==> src/rtl/transaction_timer_stats.sv <==
// transaction_timer_stats: latency statistics over timer measurements.
// Optional threshold/alarm logic is enabled by TT_STATS_THRESHOLD_EN.
module transaction_timer_stats #(
   parameter int REG_SIZE = 32,
   parameter int SUM_SIZE = 64,
   parameter int CNT_SIZE = 32
) (
   input  logic                clk,
   input  logic                rst_n,
   input  logic                i_valid,
   input  logic [REG_SIZE-1:0] i_time,
   input  logic                i_clear,
   input  logic                i_freeze,
`ifdef TT_STATS_THRESHOLD_EN
   input  logic [REG_SIZE-1:0] i_threshold,
   output logic [CNT_SIZE-1:0] o_exceed_count,
   output logic                o_alarm,
`endif
   output logic [CNT_SIZE-1:0] o_sample_count,
   output logic [REG_SIZE-1:0] o_min,
   output logic [REG_SIZE-1:0] o_max,
   output logic [SUM_SIZE-1:0] o_sum,
   output logic [REG_SIZE-1:0] o_last,
   output logic                o_overflow,
   output logic                o_updated
);

   logic                valid_d;
   logic                pending;
   logic [REG_SIZE-1:0] sample;
   logic                ev;
   logic [SUM_SIZE:0]   sum_wide;
   logic                sum_sat;
   logic                cnt_full;

   // a rise is only a new measurement when not frozen or being cleared
   always_comb begin
      ev       = i_valid & ~valid_d & ~i_freeze & ~i_clear;
      sum_wide = {1'b0, o_sum} + (SUM_SIZE+1)'(sample);
      sum_sat  = sum_wide[SUM_SIZE];
      cnt_full = &o_sample_count;
   end

   always_ff @(posedge clk or negedge rst_n) begin
      if (!rst_n) begin
         valid_d <= 1'b0;
      end else begin
         valid_d <= i_valid;
      end
   end

   always_ff @(posedge clk or negedge rst_n) begin
      if (!rst_n) begin
         pending <= 1'b0;
         sample  <= '0;
      end else begin
         pending <= ev;
         if (ev) begin
            sample <= i_time;
         end
      end
   end

   always_ff @(posedge clk or negedge rst_n) begin
      if (!rst_n) begin
         o_sample_count <= '0;
         o_min          <= '1;
         o_max          <= '0;
         o_sum          <= '0;
         o_last         <= '0;
         o_overflow     <= 1'b0;
         o_updated      <= 1'b0;
      end else if (i_clear) begin
         o_sample_count <= '0;
         o_min          <= '1;
         o_max          <= '0;
         o_sum          <= '0;
         o_last         <= '0;
         o_overflow     <= 1'b0;
         o_updated      <= 1'b0;
      end else begin
         o_updated <= pending;
         if (pending) begin
            if (!cnt_full) begin
               o_sample_count <= o_sample_count + 1'b1;
            end
            if (sample < o_min) begin
               o_min <= sample;
            end
            if (sample > o_max) begin
               o_max <= sample;
            end
            o_last <= sample;
            // saturated sum pins at all-ones
            if (sum_sat) begin
               o_sum <= '1;
            end else begin
               o_sum <= sum_wide[SUM_SIZE-1:0];
            end
            if (sum_sat || cnt_full) begin
               o_overflow <= 1'b1;
            end
         end
      end
   end

`ifdef TT_STATS_THRESHOLD_EN
   always_ff @(posedge clk or negedge rst_n) begin
      if (!rst_n) begin
         o_exceed_count <= '0;
         o_alarm        <= 1'b0;
      end else if (i_clear) begin
         o_exceed_count <= '0;
         o_alarm        <= 1'b0;
      end else if (pending && (sample > i_threshold)) begin
         if (!(&o_exceed_count)) begin
            o_exceed_count <= o_exceed_count + 1'b1;
         end
         o_alarm <= 1'b1;
      end
   end
`endif

endmodule

==> config.mk <==
export PLATFORM = sky130hd
export DESIGN_NAME = transaction_timer_stats
export DESIGN_NICKNAME = d
export VERILOG_FILES = /design/src/rtl/transaction_timer_stats.sv
export SDC_FILE = /design/constraint.sdc
export NUM_CORES = 1
export LEC_CHECK = 0
export BUFFER_PORTS_ARGS = -buffer_cell sky130_fd_sc_hd__buf_2
export CAP_MARGIN = 10
export CORE_ASPECT_RATIO = 1.2
export CORE_UTILIZATION = 50
export CTS_BUF_LIST = sky130_fd_sc_hd__clkbuf_8
export CTS_CLUSTER_DIAMETER = 80
export DETAILED_ROUTE_END_ITERATION = 10
export PLACE_DENSITY = 0.83
export SETUP_SLACK_MARGIN = 0.15
export SYNTH_ARGS = -nofsm -noshare
export SYNTH_HDL_FRONTEND = slang
export SYNTH_SLANG_ARGS = --single-unit
export TNS_END_PERCENT = 100
==> constraint.sdc <==
create_clock -name clk -period 2.7 [get_ports clk]
set_input_delay 0.27 -clock clk [delete_from_list [all_inputs] [get_ports clk]]
set_output_delay 0.27 -clock clk [all_outputs]
set_load 0.02 [all_outputs]
== Word level (Yosys, flattened, before mapping) ==
Index checks and enable logic that the tools add are counted.

* Multiplexer cells: 18
* Equality and inequality tests: 1
* Reduce and logical (&&, ||, !) cells: 10
* Bitwise gates (word level): 6
* Add/subtract/negate cells: 2
* $lt $le $gt $ge: 2

{| class="wikitable"
|+ Operators with widths
! kind !! number
|-
| $mux 32 || 11
|-
| $mux 64 || 3
|-
| $add 64x32->65 || 1
|-
| $add 32x1->32 const B || 1
|-
| $gt 32x32->1 || 1
|-
| $lt 32x32->1 || 1
|-
| $reduce_and 32->1 || 1
|-
| $reduce_and 2->1 || 4
|-
| $reduce_bool 2->1 || 4
|-
| $mux 1 || 4
|-
| $and 1x1->1 || 3
|-
| $not 1->1 || 3
|-
| $ne 2x2->1 const B || 1
|-
| $logic_or 1x1->1 || 1
|}

* Logic and storage cells: 49
* Input port bits: 37
* Output and inout port bits: 194
* Flip-flop bits (word level): 228

== Logic depth before layout (Yosys ltp) ==
Gate-level depths: netlist of the first run.

* Word-level depth: 5
* Gate-level depth with buffers: 12

== Least setup slack after synthesis of the first run ==
No wires, ideal clock.

* Kind: flip-flop to flip-flop
* Start: register o_sum[0]
* End: register o_sum[43]
* Data arrival time: 2.600 ns
* Stages on the path, launching flop included: 11
* Setup time: 0.120 ns
* Period minus slack after synthesis: 2.720 ns
* Slack: -0.020 ns
* Data required time: 2.580 ns
* Cells stage by stage: dfrtp_1 > ha_1 > fa_1 > a21oi_1 > nand4b_4 > a21o_1 > a21oi_2 > o2111ai_4 > a211oi_1 > o31a_1 > a31o_2

* Cells in the longest elaborated chain, start to end: 4

{| class="wikitable"
|+ RTL lines
! item !! line !! source
|-
| start, declared || 22 || <nowiki>output logic [SUM_SIZE-1:0] o_sum,</nowiki>
|-
| start signal, assigned || 98 || <nowiki>o_sum <= sum_wide[SUM_SIZE-1:0];</nowiki>
|-
| $add 64x32->65 || 39 || <nowiki>sum_wide = {1'b0, o_sum} + (SUM_SIZE+1)'(sample);</nowiki>
|-
| $mux 64 || 95 || <nowiki>if (sum_sat) begin</nowiki>
|-
| $mux 64 || 83 || <nowiki>if (pending) begin</nowiki>
|-
| $mux 64 || 73 || <nowiki>end else if (i_clear) begin</nowiki>
|}

No other way between the ends. The select of a mux whose other input is x is not followed.
A chain may end at the register's enable or synchronous reset.

== Worst setup path in the final report of the first run ==
* Start: register sample[18]
* End: register o_min[1]

* Cells in the longest elaborated chain, start to end: 3

{| class="wikitable"
|+ RTL lines
! item !! line !! source
|-
| start, declared || 30 || <nowiki>logic [REG_SIZE-1:0] sample;</nowiki>
|-
| start signal, assigned || 59 || <nowiki>sample <= i_time;</nowiki>
|-
| $lt 32x32->1 || 87 || <nowiki>if (sample < o_min) begin</nowiki>
|-
| $reduce_bool 2->1 (no line) || -- ||
|-
| $reduce_and 2->1 (no line) || -- ||
|-
| end signal, assigned || 88 || <nowiki>o_min <= sample;</nowiki>
|-
| end, declared || 20 || <nowiki>output logic [REG_SIZE-1:0] o_min,</nowiki>
|}

No other way between the ends.

==> results.md, run 1 <==
* Worst Hold Class: primary input to register
* Synth top area cells: dfrtp_1 (36%), ha_1 (8.8%), mux2i_1 (6.9%)
* Root Driver: clkbuf_8
* Pwr per Cell Area at 536 nW/µm²
* H-Tree Depth at 2
* Final GP Congestion at 0.919
* Worst-Margin Slew at 893 ps
* Layout Skew at 19.8 ps
* Leakage at 0.00932 µW
* Final setup fails at 87
* Initial antenna violation count at 0
* Total negative slack at -5520 ps
* Post-synth top cells: dfrtp_1 (196), nor2_1 (168), ha_1 (96), mux2i_1 (95), nand2_1 (90)
* Final hold vios at 0
* Status: finished with violations
* Async S/R FF share, synth at 100%
* Worst vdd ir at 350 µV
* Via-per-instance ratio at 5.90
* Worst Slack Setup Final at -185 ps
* CTS max path bufs at 3
* Row cnt at 66
* Die W at 153 µm
* Number of I/O port buffers at 230
* Initial core utilization at 50.8%
* First-pass DRT Iterations at 5
* CP Class: register to register
* Syn avg cell area at 9.98 µm²
* Core footprint at 27,000 µm²
* Worst skew pair latency at 550 ps
* Design area at 19,000 µm²
* CP required at 3130 ps
* Die Y at 183 µm
* R2R Setup Slk at -190 ps
* Post-Syn Instances at 1,373
* Max Cap Viol at 0
* Critical Path Start Type: register
* Yosys warnings at 0
* Critical path endpoint category: register
* Most frequent cell after synthesis: dfrtp_1
* First-pass GRT wire length at 67,000 µm
* Worst Hold End: sample[0]
* Fillers at 1,833
* Critical Path Fanout Max at 8
* FF-to-FF path depth at 12
* IO Pins at 231
* Wirelength per Cell at 20.4 µm
* RR Endpoint: o_min[1]
* Vias in the first global route at 12,800
* Area growth syn-to-layout at 38.2%
* Cell Area, Placed at 16,500 µm²
* Mapped Area at 13,700 µm²
* Hold Path Stages at 3
* RR Startpoint: sample[18]
* Post-Syn Nets at 1,507
* Place WS at -97.4 ps
* DR vias at 12,900
* Yosys reg bits at 228
* Layout cell share with drive strength beyond 1 at 40.3%
* Dpl hpwl at 28,200 µm
* Tcrit/Tclk final at 107%
* Seq/Total Area, Yosys at 41.9%
* CTS buffer count at 40
* DRC violations left at 0
* Routed Antenna Nets at 0
* Yosys top cell area share at 35.8%
* CTS tree: yes
* Final Util at 70.2%
* Clock tree sinks at 228
* Relative slew slack at 40.5%
* Iter 0 DRT Violations at 813
* Worst EP arrival at 3320 ps
* Minimum clock period after layout at 2890 ps
* EDFF count, synth at 0
* DIE AREA at 28,100 µm²
* Top FF cell, synth: dfrtp_1
* Failing checks: negative setup slack
* Max-slew violation count at 0
* GRT Total Usage at 30.0%
* Pin count of the biggest net entering global routing at 165
* Max Fclk at 0.347 GHz
* RSZ-0062 raised after global routing: true
* # nets final at 1,946
* Total gr overflow at 0
* Worst Hold Launch: i_time[0]
* Cell taking the most area after synthesis: dfrtp_1
* Total Power at 10,200 µW
* Yosys cell types at 87
* Routed WL at 44,500 µm
* Clk pin slew, worst setup/hold paths at 60 ps
* N_diodes at 0
[power by group]
group          internal [µW]  leakage [µW]  switching (µW)
clock                   1920      0.000502            1530
sequential              3600       0.00297             209
combinational           1350       0.00584            1550
[kinds of logic after synthesis]
group                      count (synthesis)  synth area share [%]
muxes                                    128                  9.65
AOI/OAI and AO/OA                        280                  15.8
buffers and inverters                    148                  4.50
adders and majority gates                 97                  8.91
DFF                                      228                  41.9
xor gates and xnor gates                  56                  3.58
and+or+nand+nor                          436                  15.6
[metrics by stage]
step / hold WS [ps] / instances
2_1_floorplan: -25.6 / 1373
3_3_place_gp: 354 / 2028
3_5_place_dp: 356 / 2028
4_1_cts: 22.8 / 2169
5_1_grt: 69.7 / 2184
6_report: 74.3 / 2184
[routing by layer]
metal  GRT usage, %  wire length [µm]  up-vias  share of wire (%)
met3           5.15              3040      130                6.8
met5           1.59                65        -               0.15
met2           52.3             22100      583                 50
li1               -                 -     5834                  -
met1           36.6             17400     6335                 39
met4           12.4              1810        2                4.1
[worst max-delay path: stages (launching register included)]
cell and delay, ps:
dfrtp_1 440, buf_6 160, buf_4 150, ha_1 330, nand4_1 130, or2_4 280, o211ai_1 260, a211oi_2 90
o2111ai_4 290, buf_6 180, buf_12 140, mux2i_1 220, nand2_1 100
[placed cells by master, fill, tap and decap left out, drive strengths merged, types with 6 or more instances in the layout]
cell	n
a211oi	41
a21o	31
a21oi	74
a311oi	21
a31oi	15
and2	8
and3	21
and4	13
buf	430
clkbuf	55
dfrtp	196
dfstp	32
dlygate4sd3	33
ha	96
inv	95
mux2	33
mux2i	95
nand2	90
nand3	30
nand4	36
nor2	169
nor2b	11
nor3	28
o211ai	10
o21a	7
o21ai	35
o31ai	6
or3	7
xnor2	24
xor2	32
[worst max-delay path by stage]
stage / start / to / slack [ps] / cells after the start
floorplan: o_sum[18] / o_sum[43] / 120 / 10
global placement: o_sum[0] / o_sum[59] / -80 / 10
detailed placement: sample[9] / o_sum[59] / -100 / 9
CTS: o_sum[0] / o_sum[59] / -9 / 10
global route: sample[18] / o_min[1] / -220 / 12
finish: sample[18] / o_min[1] / -190 / 12
[state kept, by name, indices dropped and copies added, names as in the netlist]
| name | flops |
|---|---|
| o_last | 32 |
| o_max | 32 |
| o_min | 32 |
| o_overflow | 1 |
| o_sample_count | 32 |
| o_sum | 64 |
| o_updated | 1 |
| pending | 1 |
| sample | 32 |
| valid_d | 1 |
[final cells by class]
type / count / area [µm²] / area share (%)
clock buffers: 52 / 716 / 3.78
clock inverters: 22 / 145 / 0.766
inverters: 79 / 297 / 1.56
multi-input cells: 997 / 8230 / 43.4
flip-flops and latches: 228 / 5770 / 30.5
well taps: 340 / 425 / 2.24
repair buffers: 466 / 3370 / 17.8
[repair_timing]
action	4_1_cts	5_1_grt
gates resized for setup	81	78
pin swaps	21	36
hold buffers	33	0
endpoints found under the setup margin	128	135
gates cloned	4	4
buffers inserted	30	12
endpoints found under the hold margin	107	0
No activity file was read; power rests on OpenSTA's default activity.
==> inputs of run 2 (changes only) <==
Settings changed: ABC_AREA set to 1, CELL_PAD_IN_SITES_DETAIL_PLACEMENT set to 1, CELL_PAD_IN_SITES_GLOBAL_PLACEMENT set to 1, CORE_UTILIZATION 50 to 38, PLACE_DENSITY 0.83 to 0.86.
==> run 2 against run 1 <==
  * The flow now finishes without violations
  * Clock skew up 7.5 ps
  * Clock power up 18%
  * Core utilization down 22 points
  * Combinational power up 26%
  * Hold slack worse by 12 ps
  * Global-route usage up 1.2 points
  * Non-clock buffer count down 141
  * Setup slack better by 420 ps
  * Fmax up 17%
  * Die area up 48%
  * Critical path depth unchanged
  * Critical path type unchanged
  * Critical endpoint is now o_sum[42]
==> results.md, run 2 <==
* Status: finished, final reports clean
* Sw frac at 38.2% (+5.9 points)
* Dpl hpwl at 46,200 µm (+64%)
* Commonest cells after routing, fill and taps aside: nand2_1 (854), inv_1 (314), buf_2 (229)
* DIE AREA at 41,500 µm² (+48%)
* IO Pins at 231 (unchanged)
* Core footprint at 39,900 µm² (+48%)
* Most frequent cell after synthesis: nand2_1
* CP required at 3220 ps (+90 ps)
* H-Tree Depth at 2 (unchanged)
* Area growth syn-to-layout at 23.7%
* RSZ-0062 raised after global routing: true
* Die W at 186 µm (+22%)
* Cell taking the most area after synthesis: dfrtp_1
* Seq/Total Area, Yosys at 37.2% (-4.7 points)
* Minimum clock period after layout at 2460 ps (-421 ps)
* GRT Total Usage at 31.2% (+1.2 points)
* CTS max path bufs at 3 (unchanged)
* CP Class: register to register
* First-pass GRT wire length at 99,600 µm (+49%)
* Worst Slack Setup Final at 235 ps (+421 ps)
* Layout Skew at 27.4 ps (+7.55 ps)
* Worst vdd ir at 415 µV (+19%)
* # nets final at 2,707 (+39%)
* Gate power share at 30.1% (+1.6 points)
* Pint at 7460 µW (+8.4%)
* Routed Antenna Nets at 0 (unchanged)
* Max-slew violation count at 0 (unchanged)
* CP max stage cell: dfrtp_2
* Cell repeated most along the worst path: nand2_1
* Critical path endpoint category: register
* Yosys cell types at 43 (-51%)
* Root Driver: clkbuf_8
* Critical Path Start Type: register
* DR vias at 16,900 (+31%)
* Yosys warnings at 0 (unchanged)
* Total gr overflow at 0 (unchanged)
* Final setup fails at 0 (-100%)
* Final GP Congestion at 0.994 (+8.2%)
* Post-Syn Nets at 2,407 (+60%)
* Yosys top cell area share at 31.7% (-4.0 points)
* Fin Hold WS at 61.9 ps (-12.4 ps)
* Biggest register: o_sum
* Total negative slack at 0 ps (+5520 ps)
* Critical Path Fanout Max at 5 (-3)
* Fillers at 5,216 (+180%)
* Max Cap Viol at 0 (unchanged)
* Crit-path cells: ha_2 > nand2_1 > nor2_1 > nand2_1 > nor2_1 > nand2_1 > nand3_1 > nand2_1 > nand3_1 > nand3_1 > nand2_1 > nand2_1
* Syn avg cell area at 6.80 µm² (-32%)
* CTS tree: yes
* Pwr per Cell Area at 631 nW/µm² (+18%)
* Worst-Margin Slew at 834 ps (-58.2 ps)
* Initial antenna violation count at 3 (+3)
* Iter 0 DRT Violations at 930 (+14%)
* Total Power at 12,100 µW (+19%)
* Wirelength per Cell at 20.4 µm (+0.37%)
* Switching power at 4610 µW (+40%)
* Worst EP arrival at 2990 ps (-330 ps)
* Yosys reg bits at 228 (unchanged)
* Relative slew slack at 44.4% (+3.9 points)
* Worst Hold Launch: i_clear
* Initial core utilization at 38.7% (-12 points)
* Die Y at 223 µm (+22%)
* Async S/R FF share, synth at 100% (unchanged)
* Synth top area cells: dfrtp_1 (32%), nand2_1 (21%), ha_1 (7.8%)
* Post-Syn Instances at 2,273 (+66%)
* EDFF count, synth at 0 (unchanged)
* Top FF cell, synth: dfrtp_1
* Leakage at 0.0105 µW (+12%)
* Via-per-instance ratio at 5.38 (-8.9%)
* Max Fclk at 0.406 GHz (+17%)
* Number of I/O port buffers at 230 (unchanged)
* Clk pin slew, worst setup/hold paths at 70 ps (about the same)
* Max FFs per register at 64 (unchanged)
* RR Startpoint: sample[16]
* Worst setup path startpoint: sample[16]
* CTS buffer count at 43 (+7.5%)
* DRC violations left at 0 (unchanged)
* Clock tree sinks at 228 (unchanged)
* Clock share of power at 33.7% (-0.3 points)
* Row cnt at 80 (+21%)
* Vias in the first global route at 18,000 (+41%)
* Place WS at 43.1 ps (+140 ps)
* Worst Hold Class: primary input to register
* Routed WL at 64,200 µm (+44%)
* Pin count of the biggest net entering global routing at 96 (-42%)
* Worst skew pair latency at 650 ps (+100 ps)
* First-pass DRT Iterations at 4 (-1)
* Worst path max stage delay at 470 ps (+30 ps)
* Post-synth top cells: nand2_1 (864), inv_1 (310), dfrtp_1 (196), nand3_1 (178), nor2_1 (120)
* Mapped Area at 15,500 µm² (+13%)
* Reg power frac at 36.2% (-1.3 points)
* Final hold vios at 0 (unchanged)
* Tcrit/Tclk final at 91.3% (-16 points)
* Layout cell share with drive strength beyond 1 at 17.7% (-23 points)
* Most common cell after layout, fill and taps aside: nand2_1
==> run 2: cell type report <==
type	count	area (µm²)	area share [%]
Multi-Input combinational cell	1651	8380	43.8
Sequential cell	228	5750	30.0
Timing Repair Buffer	325	2110	11.1
Inverter	324	1220	6.37
Clock buffer	54	743	3.89
Tap cell	533	667	3.49
Clock inverter	25	254	1.33
Antenna cell	3	7.51	0.0393
==> run 2: per-stage QoR <==
stage          util [%]  cells  area, µm²
4_1_cts            47.3   3136      18900
3_5_place_dp       44.0   3023      17600
2_1_floorplan         -   2273      15500
6_report           47.9   3143      19100
3_3_place_gp       44.0   3023      17600
5_1_grt            47.9   3143      19100
==> run 2: cells by family after synthesis <==
logic type | Yosys count | synth area share, %
adder cells (fa/ha/maj) | 97 | 7.90
buffers and inverters | 394 | 9.87
flip-flops | 228 | 37.2
AND/OR/NAND/NOR | 1292 | 34.7
AO/OA/AOI/OAI | 213 | 7.57
XOR/XNOR | 49 | 2.78
==> run 2: power by group through the flow <==
stage	clock network, µW	registers [µW]	logic [µW]
floorplan	0	4590	1780
finish	4070	4370	3630
CTS	4150	4340	3520
global placement	0	4370	3260
detailed placement	0	4390	3450
global route	4250	4400	4010
==> run 2: repair_timing <==
action	4_1_cts	5_1_grt
gates resized for setup	5	39
hold buffers	34	0
endpoints found under the setup margin	62	127
buffers inserted	0	3
pin swaps	0	2
cloned	0	1
hold endpoints to repair	97	0
==> run 2: path summary, 6_finish.rpt <==
kind,slack (ps),end,cells past startpoint
max in group asynchronous,1650,o_min[11],3
min in group asynchronous,210,o_sample_count[23],2
max reg2reg,240,o_sum[42],12
min reg2reg,480,o_min[16],2
max,240,o_sum[42],12
min,60,o_last[31],4
==> run 2: critical path, delay by kind of cell (launching register included) <==
family        cells  cell delay (ps)
fa+ha+maj         1              410
flops             1              470
simple gates     11             1460
==> run 2: routing by layer <==
layer | wire [µm] | global-route usage, % | vias to the layer above
li1 | - | - | 7824
met1 | 24600 | 34.8 | 8317
met2 | 32500 | 55.1 | 556
met3 | 3280 | 4.36 | 199
met4 | 3830 | 20.1 | 0
met5 | 0 | 0 | -
